### config.mk
export PLATFORM = sky130hd
export DESIGN_NAME = rv_regfile_sb
export DESIGN_NICKNAME = d
export VERILOG_FILES = /design/src/rtl/rv_pkg.sv /design/src/rtl/imm_gen.sv /design/src/rtl/rv_regfile_sb.sv
export SDC_FILE = /design/constraint.sdc
export NUM_CORES = 2
export LEC_CHECK = 0
export CAP_MARGIN = 20
export CORE_ASPECT_RATIO = 1.75
export CORE_MARGIN = 1
export CORE_UTILIZATION = 52
export CTS_CLUSTER_SIZE = 24
export DETAILED_ROUTE_END_ITERATION = 12
export GPL_TIMING_DRIVEN = 0
export PLACE_DENSITY = 0.7
export SKIP_CTS_REPAIR_TIMING = 1
export SYNTH_ARGS = -nofsm -noshare
export SYNTH_HDL_FRONTEND = slang
export SYNTH_SLANG_ARGS = --single-unit
### constraint.sdc
create_clock -name clk -period 5.7 [get_ports clk]
set_input_delay 1.14 -clock clk [delete_from_list [all_inputs] [get_ports clk]]
set_output_delay 1.14 -clock clk [all_outputs]
set_load 0.01 [all_outputs]
### src/rtl/rv_pkg.sv
// Shared CPU package: base opcodes, the immediate-format enumeration and
// the opcode-to-format decode used by the immediate generator.
package rv_pkg;

    localparam logic [6:0] OPC_LOAD   = 7'b0000011;
    localparam logic [6:0] OPC_OP_IMM = 7'b0010011;
    localparam logic [6:0] OPC_JALR   = 7'b1100111;
    localparam logic [6:0] OPC_STORE  = 7'b0100011;
    localparam logic [6:0] OPC_BRANCH = 7'b1100011;
    localparam logic [6:0] OPC_LUI    = 7'b0110111;
    localparam logic [6:0] OPC_AUIPC  = 7'b0010111;
    localparam logic [6:0] OPC_JAL    = 7'b1101111;

    typedef enum logic [2:0] {
        IMM_NONE,
        IMM_I,
        IMM_S,
        IMM_B,
        IMM_U,
        IMM_J
    } imm_type_e;

    function automatic imm_type_e imm_type_of(input logic [6:0] opcode);
        imm_type_e t;
        case (opcode)
            OPC_LOAD, OPC_OP_IMM, OPC_JALR: t = IMM_I;
            OPC_STORE:                      t = IMM_S;
            OPC_BRANCH:                     t = IMM_B;
            OPC_LUI, OPC_AUIPC:             t = IMM_U;
            OPC_JAL:                        t = IMM_J;
            default:                        t = IMM_NONE;
        endcase
        return t;
    endfunction

endpackage

### src/rtl/imm_gen.sv
// Immediate generator: decodes the format from the opcode and assembles the
// sign-extended immediate. Unknown opcodes yield 0.
// Ports:
//   inst  in  32    instruction word
//   imm   out XLEN  sign-extended immediate (inst[31] replicated)
module imm_gen
    import rv_pkg::*;
#(
    parameter int XLEN = 32
) (
    input  logic [31:0]     inst,
    output logic [XLEN-1:0] imm
);

    imm_type_e   imm_type;
    logic [31:0] imm_raw;

    always_comb begin
        imm_type = imm_type_of(inst[6:0]);
        imm_raw  = '0;
        case (imm_type)
            IMM_I: imm_raw = {{20{inst[31]}}, inst[31:20]};
            IMM_S: imm_raw = {{20{inst[31]}}, inst[31:25], inst[11:7]};
            IMM_B: imm_raw = {{19{inst[31]}}, inst[31], inst[7], inst[30:25], inst[11:8], 1'b0};
            IMM_U: imm_raw = {inst[31:12], 12'b0};
            IMM_J: imm_raw = {{11{inst[31]}}, inst[31], inst[19:12], inst[20], inst[30:21], 1'b0};
            default: imm_raw = '0;
        endcase
    end

    generate
        if (XLEN > 32) begin : g_ext
            assign imm = {{(XLEN-32){imm_raw[31]}}, imm_raw};
        end else begin : g_trunc
            assign imm = imm_raw[XLEN-1:0];
        end
    endgenerate

endmodule

### src/rtl/rv_regfile_sb.sv
// Register file with write-first bypass plus a load/IO scoreboard.
// Ports:
//   clk, rst (async, active-low)
//   rd_addr/rd_data   NRD packed combinational read ports (x0 reads 0)
//   wr_en/wr_addr/wr_sel/alu_result/mem_data   write-back (wr_sel=1 -> mem_data)
//   issue_en/issue_rd long-latency issue, marks destination pending
//   pending           per-register outstanding-result bits
//   stall             some read port sees an unresolved pending register
//   inst/imm32        immediate generation
module rv_regfile_sb
    import rv_pkg::*;
#(
    parameter int              XLEN     = 32,
    parameter int              NREGS    = 32,
    parameter int              NRD      = 2,
    parameter int              INIT_IDX = 31,
    parameter logic [XLEN-1:0] INIT_VAL = 32'hFFFFFC00,
    localparam int             AW       = $clog2(NREGS)
) (
    input  logic                clk,
    input  logic                rst,
    input  logic [NRD*AW-1:0]   rd_addr,
    output logic [NRD*XLEN-1:0] rd_data,
    input  logic                wr_en,
    input  logic [AW-1:0]       wr_addr,
    input  logic                wr_sel,
    input  logic [XLEN-1:0]     alu_result,
    input  logic [XLEN-1:0]     mem_data,
    input  logic                issue_en,
    input  logic [AW-1:0]       issue_rd,
    output logic [NREGS-1:0]    pending,
    output logic                stall,
    input  logic [31:0]         inst,
    output logic [XLEN-1:0]     imm32
);

    localparam logic [AW:0] NREGS_W = (AW+1)'(NREGS);

    logic [XLEN-1:0]  regs_reg [NREGS];
    logic [NREGS-1:0] pending_reg;
    logic [NREGS-1:0] pending_next;
    logic [NREGS-1:0] set_vec;
    logic [NREGS-1:0] clr_vec;
    logic [NRD-1:0]   busy_vec;
    logic [XLEN-1:0]  wdata;
    logic             wr_ok;
    logic             wr_hit;
    logic             clr_hit;

    assign wdata   = wr_sel ? mem_data : alu_result;
    // Addresses beyond NREGS exist only for non-power-of-two NREGS.
    assign wr_ok   = ({1'b0, wr_addr} < NREGS_W);
    assign wr_hit  = wr_en && wr_ok && (wr_addr != '0);
    assign clr_hit = wr_en && wr_sel && wr_ok;

    always_ff @(posedge clk or negedge rst) begin
        if (!rst) begin
            for (int i = 0; i < NREGS; i++) begin
                regs_reg[i] <= (i == INIT_IDX) ? INIT_VAL : '0;
            end
        end else if (wr_hit) begin
            regs_reg[wr_addr] <= wdata;
        end
    end

    // Per-register set/clear decode; x0 can never become pending.
    genvar gi;
    generate
        for (gi = 0; gi < NREGS; gi++) begin : g_sb
            if (gi == 0) begin : g_zero
                assign set_vec[gi] = 1'b0;
            end else begin : g_nz
                assign set_vec[gi] = issue_en && (issue_rd == AW'(gi));
            end
            assign clr_vec[gi] = clr_hit && (wr_addr == AW'(gi));
        end
    endgenerate

    // Set applied after clear so a same-cycle re-issue keeps the bit set.
    assign pending_next = (pending_reg & ~clr_vec) | set_vec;

    always_ff @(posedge clk or negedge rst) begin
        if (!rst) begin
            pending_reg <= '0;
        end else begin
            pending_reg <= pending_next;
        end
    end

    assign pending = pending_reg;

    generate
        for (gi = 0; gi < NRD; gi++) begin : g_rd
            logic [AW-1:0]   ra;
            logic            ra_ok;
            logic            ra_bypass;
            logic [XLEN-1:0] rd_word;

            assign ra        = rd_addr[gi*AW +: AW];
            assign ra_ok     = ({1'b0, ra} < NREGS_W) && (ra != '0);
            assign ra_bypass = wr_hit && (wr_addr == ra);

            always_comb begin
                rd_word = '0;
                if (rst && ra_ok) begin
                    rd_word = ra_bypass ? wdata : regs_reg[ra];
                end
            end

            assign rd_data[gi*XLEN +: XLEN] = rd_word;
            // A load write-back in this very cycle resolves the hazard.
            assign busy_vec[gi] = rst && ra_ok && pending_reg[ra]
                                  && !(clr_hit && (wr_addr == ra));
        end
    endgenerate

    assign stall = |busy_vec;

    imm_gen #(.XLEN(XLEN)) u_imm_gen (
        .inst (inst),
        .imm  (imm32)
    );

endmodule
==> summary.txt <==
Routing
  – Pre-Repair DR Iteration Count: 9
  – Vias per inst: 7.440
  – Average wire length per cell after detail routing: 38.39 microns
  – Final Routed Wirelength: 268700 microns
  – First-iteration detailed-routing DRC count: 8799
  – Detailed-route via count: 52080
  – Post-route antenna net violation count: 0
  – DRC errors left: 0

Critical path
  – Max FO, Critical Path: 10
  – CP Data Arrival Time: 4.78 ns
  – Startpoint of the worst register-to-register path: regs_reg[644]
  – Depth of the worst register-to-register path: 2
  – Reg-to-reg endpoint: regs_reg[644]
  – Reg-to-reg setup timing slack: 4.84 ns
  – Endpoint kind of the worst setup timing path: output pin
  – Critical Path Source Type: input pin
  – Type of the worst setup path: input pin to output pin
  – Endpoint required time on the critical path: 4.56 ns

Final layout
  – Fraction of layout cells with a size suffix above 1: 0.1681
  – # nets final: 5665
  – Fill cell instance count of the final layout: 8726
  – Max reg flops: 1024
  – Design area: 64420 sq um
  – Area growth, synth to finish: 16.48%

Synth
  – Number of synthesized flops with an enable pin: 0
  – Cell types with the highest counts after synthesis: 1034 x dfrtp_1, 867 x nor2_1, 809 x a21oi_1
  – Library cell with the largest summed area after synthesis: dfrtp_1
  – Mean post-synth cell area: 10.76 sq um
  – Net count after synthesis: 5262
  – Share of synthesized registers carrying an async set or reset: 1.000
  – Most instantiated flip-flop cell in the synthesis netlist: dfrtp_1
  – Sequential cell area fraction in the yosys report: 0.4783
  – Distinct cell type count of the synthesized netlist: 59
  – Synth top area share: 0.4678
  – Cell types occupying the most area after synthesis: dfrtp_1 47%, mux4_2 17%, a21oi_1 7.3%, nor2_1 5.9%, mux2i_1 5.0%
  – Count leader, synth: dfrtp_1
  – Netlist area before placement: 55310 sq um
  – Count of state elements after synthesis: 1056
  – Syn Inst Count: 5141
  – YS warnings: 0

Global routing
  – Number of global-route vias before repair: 51330
  – Sum of overflow across all layers after global routing: 0
  – Wire length of the first global-routing pass: 377800 microns
  – Antenna violations before repair: 20
  – Largest net degree at the start of global routing: 170
  – All-layer global routing usage: 0.5061

STA
  – Slew Limit Headroom: 0.1041
  – Final worst slack: -0.2207 ns
  – Final clock period utilization by the worst path: 1.039
  – Setup-violating endpoint count in the final report: 48
  – Maximum frequency from static timing analysis: 0.1689 GHz
  – Tmin final: 5.921 ns
  – Final Skew: 0 ns
  – Worst Tran Pin Value: 1.342 ns
  – Final-report hold violation count: 0
  – Setup TNS: -3.268 ns
  – Number of pins exceeding their max-slew limit in the final report: 0

Place
  – Worst Setup Slack post-DPL: -1.189 ns
  – Sum of net half-perimeters after detailed placement: 186700 microns
  – Cell area after placement: 59840 sq um
  – Routability congestion estimate: 1.046
  – Count of buffers from port buffering: 237

Floorplanning
  – Floorplan Core Area: 105100 sq um
  – Site Rows: 157
  – Total Die Area: 107700 sq um
  – # IOs: 250
  – Initial standard-cell utilization of the core: 0.5263
  – Die X-Extent: 248.5 microns
  – Die Span Y: 433.4 microns

Power
  – Post-layout power: 24.28 mW
  – Power density over the cells: 376.9 nW/um^2
  – Worst IR Drop VDD: 0.2957 mV
  – Leakage power: 26.73 nW

CTS
  – Clock root buffer master: clkbuf_16
  – Clk Latency, worst-skew pair: 0.78 ns
  – Clock-pin slew on the worst setup and hold paths: 0.07 ns
  – Num Clock Sinks: 1056
  – Maximum count of clock buffers along a single path: 3
  – Total number of H-tree levels: 3
  – TritonCTS clock tree: yes
  – CTS buffer count: 100

Run status
  – Status: finished with violations
  – Violated checks: setup timing

Hold path
  – Classification of the worst-slack hold path: input pin to async pin

Run
  – Maximum capacitance violations: 0
cells by family (layout without fill, tap and decap cells):
kind of cell / Yosys count / count (layout) / share of synthesized area
AND/OR/NAND/NOR: 1227 / 1227 / 0.08698
multiplexers: 733 / 733 / 0.2289
AO/OA/AOI/OAI: 1559 / 1559 / 0.1624
buffers and inverters: 555 / 1043 / 0.04171
XOR/XNOR: 11 / 11 / 0.001742
flip-flops: 1056 / 1056 / 0.4783
other: 0 / 20 / 0
per-layer routing:
layer  wire length [microns]  global-route usage  vias to the layer above
li1                        -                   -                    19680
met1                   77470              0.5095                    25460
met2                  118100              0.7474                     5057
met3                   37540              0.2382                     1864
met4                   35240              0.5277                       18
met5                     352             0.02041                        -
stage by stage:
step,hold slack [ns],cells,util
final,0.2772,7000,0.6130
after global routing,0.3166,6990,0.6128
after global placement,0.4561,6729,0.5650
after detailed placement,0.4675,6756,0.5694
after floorplan,0.4451,5141,-
after CTS,0.4832,6943,0.6037
layout make-up:
class                   instances  area, sq um  area share
flip-flops and latches       1056        26450      0.4106
clock inverters                45        628.1    0.009750
plain buffers                 551         2482     0.03853
well taps                    1351         1690     0.02624
inverters                       2        11.26   0.0001748
repair buffers                303         3349     0.05199
diodes                         20        50.05   0.0007769
multi-input cells            3530        26780      0.4158
clock buffers                 142         2974     0.04617
cells in the final DEF (no fill, tap or decap), drive strengths merged, types with 3 or more instances in the layout:
| master | instances |
|---|---|
| or2 | 5 |
| nor3b | 4 |
| bufinv | 14 |
| dfstp | 22 |
| nand2b | 4 |
| dfrtp | 1034 |
| nor2 | 871 |
| a21oi | 809 |
| o22ai | 62 |
| a31oi | 33 |
| mux2i | 277 |
| inv | 3 |
| clkdlybuf4s50 | 235 |
| nor2b | 15 |
| mux4 | 422 |
| clkdlybuf4s15 | 4 |
| nand3 | 13 |
| clkinvlp | 10 |
| clkbuf | 563 |
| nand3b | 5 |
| o21ai | 354 |
| clkinv | 20 |
| xnor2 | 10 |
| mux2 | 34 |
| a221o | 32 |
| a2bb2oi | 32 |
| a32o | 31 |
| a22oi | 105 |
| nor3 | 6 |
| a221oi | 64 |
| buf | 193 |
| and2 | 12 |
| diode | 20 |
| nand2 | 280 |
| nor4 | 3 |
| nand4 | 4 |
| a21o | 19 |
| a22o | 6 |
how the worst max path moves through the flow:
stage / start / to / slack, ns / cells past startpoint
floorplan: rd_addr[5] / rd_data[63] / 1.71 / 7
global placement: rst / rd_data[32] / -50.30 / 5
detailed placement: rst / rd_data[50] / -1.19 / 7
CTS: rst / rd_data[50] / -1.22 / 7
global route: rd_addr[5] / rd_data[32] / -0.08 / 8
finish: rd_addr[2] / rd_data[12] / -0.22 / 9
report_power, final:
group,switching [mW],total (mW),internal [mW]
Sequential,1.44,10.7,9.22
Clock,3.27,7.54,4.27
Combinational,3.22,6.08,2.85
Total,7.94,24.3,16.3
worst max-delay path, stage by stage:
cell	delay, ns
buf_2	0.45
buf_1	0.41
buf_8	0.23
nand2b_1	0.60
clkbuf_2	0.51
o22ai_1	0.16
nor2_1	0.33
a32o_1	0.26
clkdlybuf4s50_1	0.66
(Power assumes the default switching activity.)
